<file path="src/rtl/bus_mux_pkg.sv">
// Shared definitions for the N-channel registered bus multiplexer.
// Mode encodings used by both the arbiter and the top level.
package bus_mux_pkg;

  typedef enum logic [1:0] {
    MODE_RR     = 2'b00,
    MODE_FIXED  = 2'b01,
    MODE_MANUAL = 2'b10,
    MODE_RR_ALT = 2'b11
  } mode_e;

endpackage

</file>
<file path="src/rtl/rr_arbiter.sv">
// Combinational channel arbiter: round-robin from LAST+1, or lowest-index first.
// Manual selection arrives already masked to a single request, so it shares the priority path.
module rr_arbiter
  import bus_mux_pkg::*;
#(
  parameter  int NUM_CH = 4,
  localparam int SEL_W  = $clog2(NUM_CH)
) (
  input  logic [NUM_CH-1:0] i_req,
  input  logic [SEL_W-1:0]  i_last,
  input  logic [1:0]        i_mode,
  output logic [NUM_CH-1:0] o_grant,
  output logic [SEL_W-1:0]  o_idx
);

  logic [SEL_W-1:0] w_rr_idx;
  logic [SEL_W-1:0] w_fix_idx;
  logic [SEL_W-1:0] w_cand;

  // Scan from lowest to highest priority so the last hit wins; no per-step control flow.
  always_comb begin
    w_rr_idx  = '0;
    w_fix_idx = '0;
    w_cand    = '0;
    o_idx     = '0;
    o_grant   = '0;
    for (int k = NUM_CH; k >= 1; k--) begin
      w_cand   = SEL_W'((int'(i_last) + k) % NUM_CH);
      w_rr_idx = i_req[w_cand] ? w_cand : w_rr_idx;
    end
    for (int i = NUM_CH - 1; i >= 0; i--) begin
      w_fix_idx = i_req[i] ? SEL_W'(i) : w_fix_idx;
    end
    case (i_mode)
      MODE_FIXED, MODE_MANUAL: o_idx = w_fix_idx;
      default:                 o_idx = w_rr_idx;
    endcase
    o_grant = (|i_req) ? (NUM_CH'(1) << o_idx) : '0;
  end

endmodule

</file>
<file path="src/rtl/bus_arbiter_mux_n.sv">
// Registered N-channel bus multiplexer with valid/ready on every input and on the output.
// One register stage; LAST tracks the most recently served channel in every mode.
module bus_arbiter_mux_n
  import bus_mux_pkg::*;
#(
  parameter  int BUS_WIDTH = 8,
  parameter  int NUM_CH    = 4,
  localparam int SEL_W     = $clog2(NUM_CH)
) (
  input  logic                        i_clk,
  input  logic                        i_rst_n,
  input  logic [NUM_CH*BUS_WIDTH-1:0] i_in_data,
  input  logic [NUM_CH-1:0]           i_in_valid,
  output logic [NUM_CH-1:0]           o_in_ready,
  input  logic [1:0]                  i_mode,
  input  logic [SEL_W-1:0]            i_sel,
  output logic [BUS_WIDTH-1:0]        o_y,
  output logic                        o_y_valid,
  input  logic                        i_y_ready,
  output logic [SEL_W-1:0]            o_y_ch
);

  logic [BUS_WIDTH-1:0] r_y;
  logic                 r_y_valid;
  logic [SEL_W-1:0]     r_y_ch;
  logic [SEL_W-1:0]     r_last;

  logic                 w_load_en;
  logic [NUM_CH-1:0]    w_req;
  logic [NUM_CH-1:0]    w_grant;
  logic [SEL_W-1:0]     w_idx;
  logic [NUM_CH-1:0]    w_in_ready;
  logic                 w_xfer;

  assign w_load_en = !r_y_valid || i_y_ready;

  // Manual mode narrows the request vector to SEL; out-of-range SEL requests nothing.
  always_comb begin
    w_req = i_in_valid;
    case (i_mode)
      MODE_MANUAL: w_req = (int'(i_sel) < NUM_CH) ? (i_in_valid & (NUM_CH'(1) << i_sel)) : '0;
      default:     w_req = i_in_valid;
    endcase
  end

  rr_arbiter #(.NUM_CH(NUM_CH)) u_arb (
    .i_req   (w_req),
    .i_last  (r_last),
    .i_mode  (i_mode),
    .o_grant (w_grant),
    .o_idx   (w_idx)
  );

  assign w_in_ready = (w_load_en && i_rst_n) ? w_grant : '0;
  assign w_xfer     = |w_in_ready;

  // Output register and LAST; an empty grant slot drains Y_VALID but keeps Y and Y_CH.
  always_ff @(posedge i_clk or negedge i_rst_n) begin
    if (!i_rst_n) begin
      r_y       <= '0;
      r_y_valid <= 1'b0;
      r_y_ch    <= '0;
      r_last    <= SEL_W'(NUM_CH - 1);
    end else if (w_load_en) begin
      if (w_xfer) begin
        r_y       <= i_in_data[int'(w_idx)*BUS_WIDTH +: BUS_WIDTH];
        r_y_ch    <= w_idx;
        r_y_valid <= 1'b1;
        r_last    <= w_idx;
      end else begin
        r_y_valid <= 1'b0;
      end
    end
  end

  assign o_in_ready = w_in_ready;
  assign o_y        = r_y;
  assign o_y_valid  = r_y_valid;
  assign o_y_ch     = r_y_ch;

endmodule

</file>
<file path="config.mk">
export PLATFORM = sky130hd
export DESIGN_NAME = bus_arbiter_mux_n
export DESIGN_NICKNAME = d
export VERILOG_FILES = /design/src/rtl/bus_mux_pkg.sv /design/src/rtl/rr_arbiter.sv /design/src/rtl/bus_arbiter_mux_n.sv
export SDC_FILE = /design/constraint.sdc
export NUM_CORES = 1
export LEC_CHECK = 0
export ABC_AREA = 1
export CORE_ASPECT_RATIO = 1.4
export CORE_MARGIN = 4
export CORE_UTILIZATION = 42
export DETAILED_ROUTE_END_ITERATION = 8
export PLACE_DENSITY = 0.8
export SYNTH_ARGS = -nofsm -noshare
export SYNTH_HDL_FRONTEND = slang
export SYNTH_SLANG_ARGS = --single-unit
</file>
<file path="constraint.sdc">
create_clock -name i_clk -period 3.9 [get_ports i_clk]
set_clock_uncertainty 0.15 [all_clocks]
set_input_delay 1.17 -clock i_clk [delete_from_list [all_inputs] [get_ports i_clk]]
set_output_delay 1.17 -clock i_clk [all_outputs]
set_load 0.005 [all_outputs]
</file>
==> reports/metrics.cfg <==
[yosys]
syn_avg_cell_area_um2 = 6.23
syn_inst = 211
seq_area_frac_synth_pct = 25.0
synth_top_area_share_pct = 24.9
yosys_register_bits = 13
synth_fp_nets = 255
yosys-top-cells-area = nand2_1 (25%), dfrtp_1 (21%), nand3_1 (9.1%)
yosysUniqueCellTypes = 27
synth-warning-count = 0
netlist_area_um2 = 1310
synth_area_leader_cell = nand2_1

[placed_design]
numPortBuffers = 57
gp_congestion = 0.843
dp_hpwl_mm = 3.07
placed_cell_area_um2 = 2030
place_inst = 317
post-place-ws_ps = -874

[worst_setup_path]
end_kind = output port
cp.arrival_ps = 2620
criticalPathCategory = input pin to output port
worstSetupStartpointType = input pin
path_max_fanout = 5
crit_required_ps = 2580

[final_layout]
seq_area_um2 = 328
multi_input_area_um2 = 973
final_cells = 331
postLayoutCellArea_um2 = 2280
n_antenna_cell = 0
fillers = 218
fin_nets = 339
drive_gt1_share_pct = 38.1
syn_to_final_growth_pct = 73.6

[routing]
drt-met1-wl_mm = 1.56
ant_nets = 0
wl_met3_um = 264
drt-total-wl_mm = 4.17
first_iter_violations = 38
dr_wl_met2_mm = 2.23
num_vias = 1631
drc = 0
wl_per_cell_um = 12.6
viasPerCell = 4.93
firstDrtPassIters = 4
highest_layer = met4

[clocking]
cts_buffer_depth = 2
numCtsBuffers = 3
clock_sinks = 13
worstSkewPairLatency_ps = 240
clockRootBuffer = clkbuf_8
htreeDepth = 1
cts.clk_slew.worst_paths_ps = 50
hold_buffers = 0
tritoncts = yes

[sta]
holdWs_ps = 326
setup_viol = 4
fin_crit_ps = 3940
period_share_pct = 101
max-slew-margin-rel_pct = 82.2
fin_ws_ps = -43.5
fmax_mhz = 254
worstMarginPinSlew_ps = 264
rsz0062_at_grt = yes
final_hold_viol_count = 0
drv_slew = 0

[global_routing]
grt_remaining_overflow = 0
grt_start_max_net_pins = 18
grt_use_total_pct = 21.5
grt_pass1_wl_mm = 7.13
antenna_found_initial = 0
grt_pass1_vias = 1668

[pwr]
peakVddDrop_v = 0.000385
power_uw = 1350
p_leak_uw = 0.00120
power_density_nw_per_um2 = 593

[outcome]
violations = negative setup slack
status = finished, violations left

[die]
die_w_um = 55.3
die_h_um = 74.2
core_area_um2 = 2940
dieArea_um2 = 4100
start_util_pct = 44.8
num_rows = 23
ioPinCount = 58

[worst_hold_path]
min_path_type = register to register

[run]
drv_cap = 0

## registers in the layout, summed over array words and instances (netlist names)
register and cells:
r_last 2, o_y_valid 1, o_y_ch 2, o_y 8
## layout make-up
type                            instances  share of cell area [%]
Clock buffer                            4                    1.97
Timing Repair Buffer                   86                    33.5
Sequential cell                        13                    14.4
Tap cell                               37                    2.03
Inverter                               31                    5.43
Multi-Input combinational cell        160                    42.7
## layer usage
layer	vias to the layer above	global-route usage, %
li1	818	-
met1	742	22.5
met2	59	41.6
met3	12	6.08
met4	0	6.76
met5	-	0
## report_power, final
part / leakage, uW / switching [uW] / internal [uW]
Sequential: 0.000155 / 50.6 / 202
Combinational: 0.00102 / 518 / 467
Clock: 0.0000228 / 43.8 / 71.9
## cell families after synthesis
logic type / share of synthesized area [%]
adders and majority gates: 0.952
buffers and inverters: 13.8
AOI/OAI and AO/OA: 3.90
DFF: 25.0
and+or+nand+nor: 56.4
## critical path, cell delays in order
cell and delay, ps:
buf_6 100, inv_4 50, ha_4 200, nand2_4 90, nand2_4 80, nand2_4 50
nand3_2 80, nand2_2 60, nand2_2 80, nand2_2 50, nand2_2 70, nand3_4 80
nand2_4 90, buf_6 100, nand2_4 60, nor2_1 100, buf_2 120
## through the flow
stage / utilization [%] / TNS (ps)
floorplan: - / 0
global placement: 69.0 / -3300
detailed placement: 69.0 / -3470
CTS: 77.0 / -211
global route: 77.7 / -570
finish: 77.7 / -135
## Yosys cell counts, drive strengths merged
master / number
a21boi: 1
a21oi: 4
buf: 5
clkbuf: 2
clkinv: 1
dfrtp: 11
dfstp: 2
ha: 1
inv: 30
nand2: 99
nand3: 35
nand4: 3
nor2: 10
nor3: 2
o21ai: 4
or2: 1
## final timing paths
| check | from | endpoint | slack (ps) | cells past startpoint |
|---|---|---|---|---|
| worst min-delay path | o_y_ch[0] | o_y_ch[0] | 330 | 2 |
| worst max-delay path | i_mode[0] | o_in_ready[3] | -40 | 17 |
| worst min register to register | o_y_ch[0] | o_y_ch[0] | 330 | 2 |
| min in group asynchronous | i_rst_n | o_y[1] | 1170 | 2 |
| max in group asynchronous | i_rst_n | r_last[1] | 2200 | 2 |
| worst max register to register | r_last[0] | o_y[6] | 1300 | 18 |
## cell usage in the layout (no fill, tap or decap), types with 3 or more instances in the layout
master,Yosys,final
nand3_2,10,15
dfrtp_1,11,11
nand3_1,24,18
clkdlybuf4s50_1,0,45
inv_1,24,21
buf_4,0,25
a21oi_2,1,3
o21ai_0,4,4
buf_2,2,7
nor2_1,5,4
nand2_4,1,10
nand2_2,11,19
nand2_1,87,70
inv_2,6,8
nor2_2,4,4
dlygate4sd2_1,0,4
buf_6,2,5
clkbuf_8,0,3
## what timing repair did
item,4_1_cts,5_1_grt
pin swaps,20,20
gates resized for setup,73,15
setup endpoints to repair,4,4
endpoints found under the hold margin,0,0
buffers inserted,11,0
(Power assumes the default switching activity.)
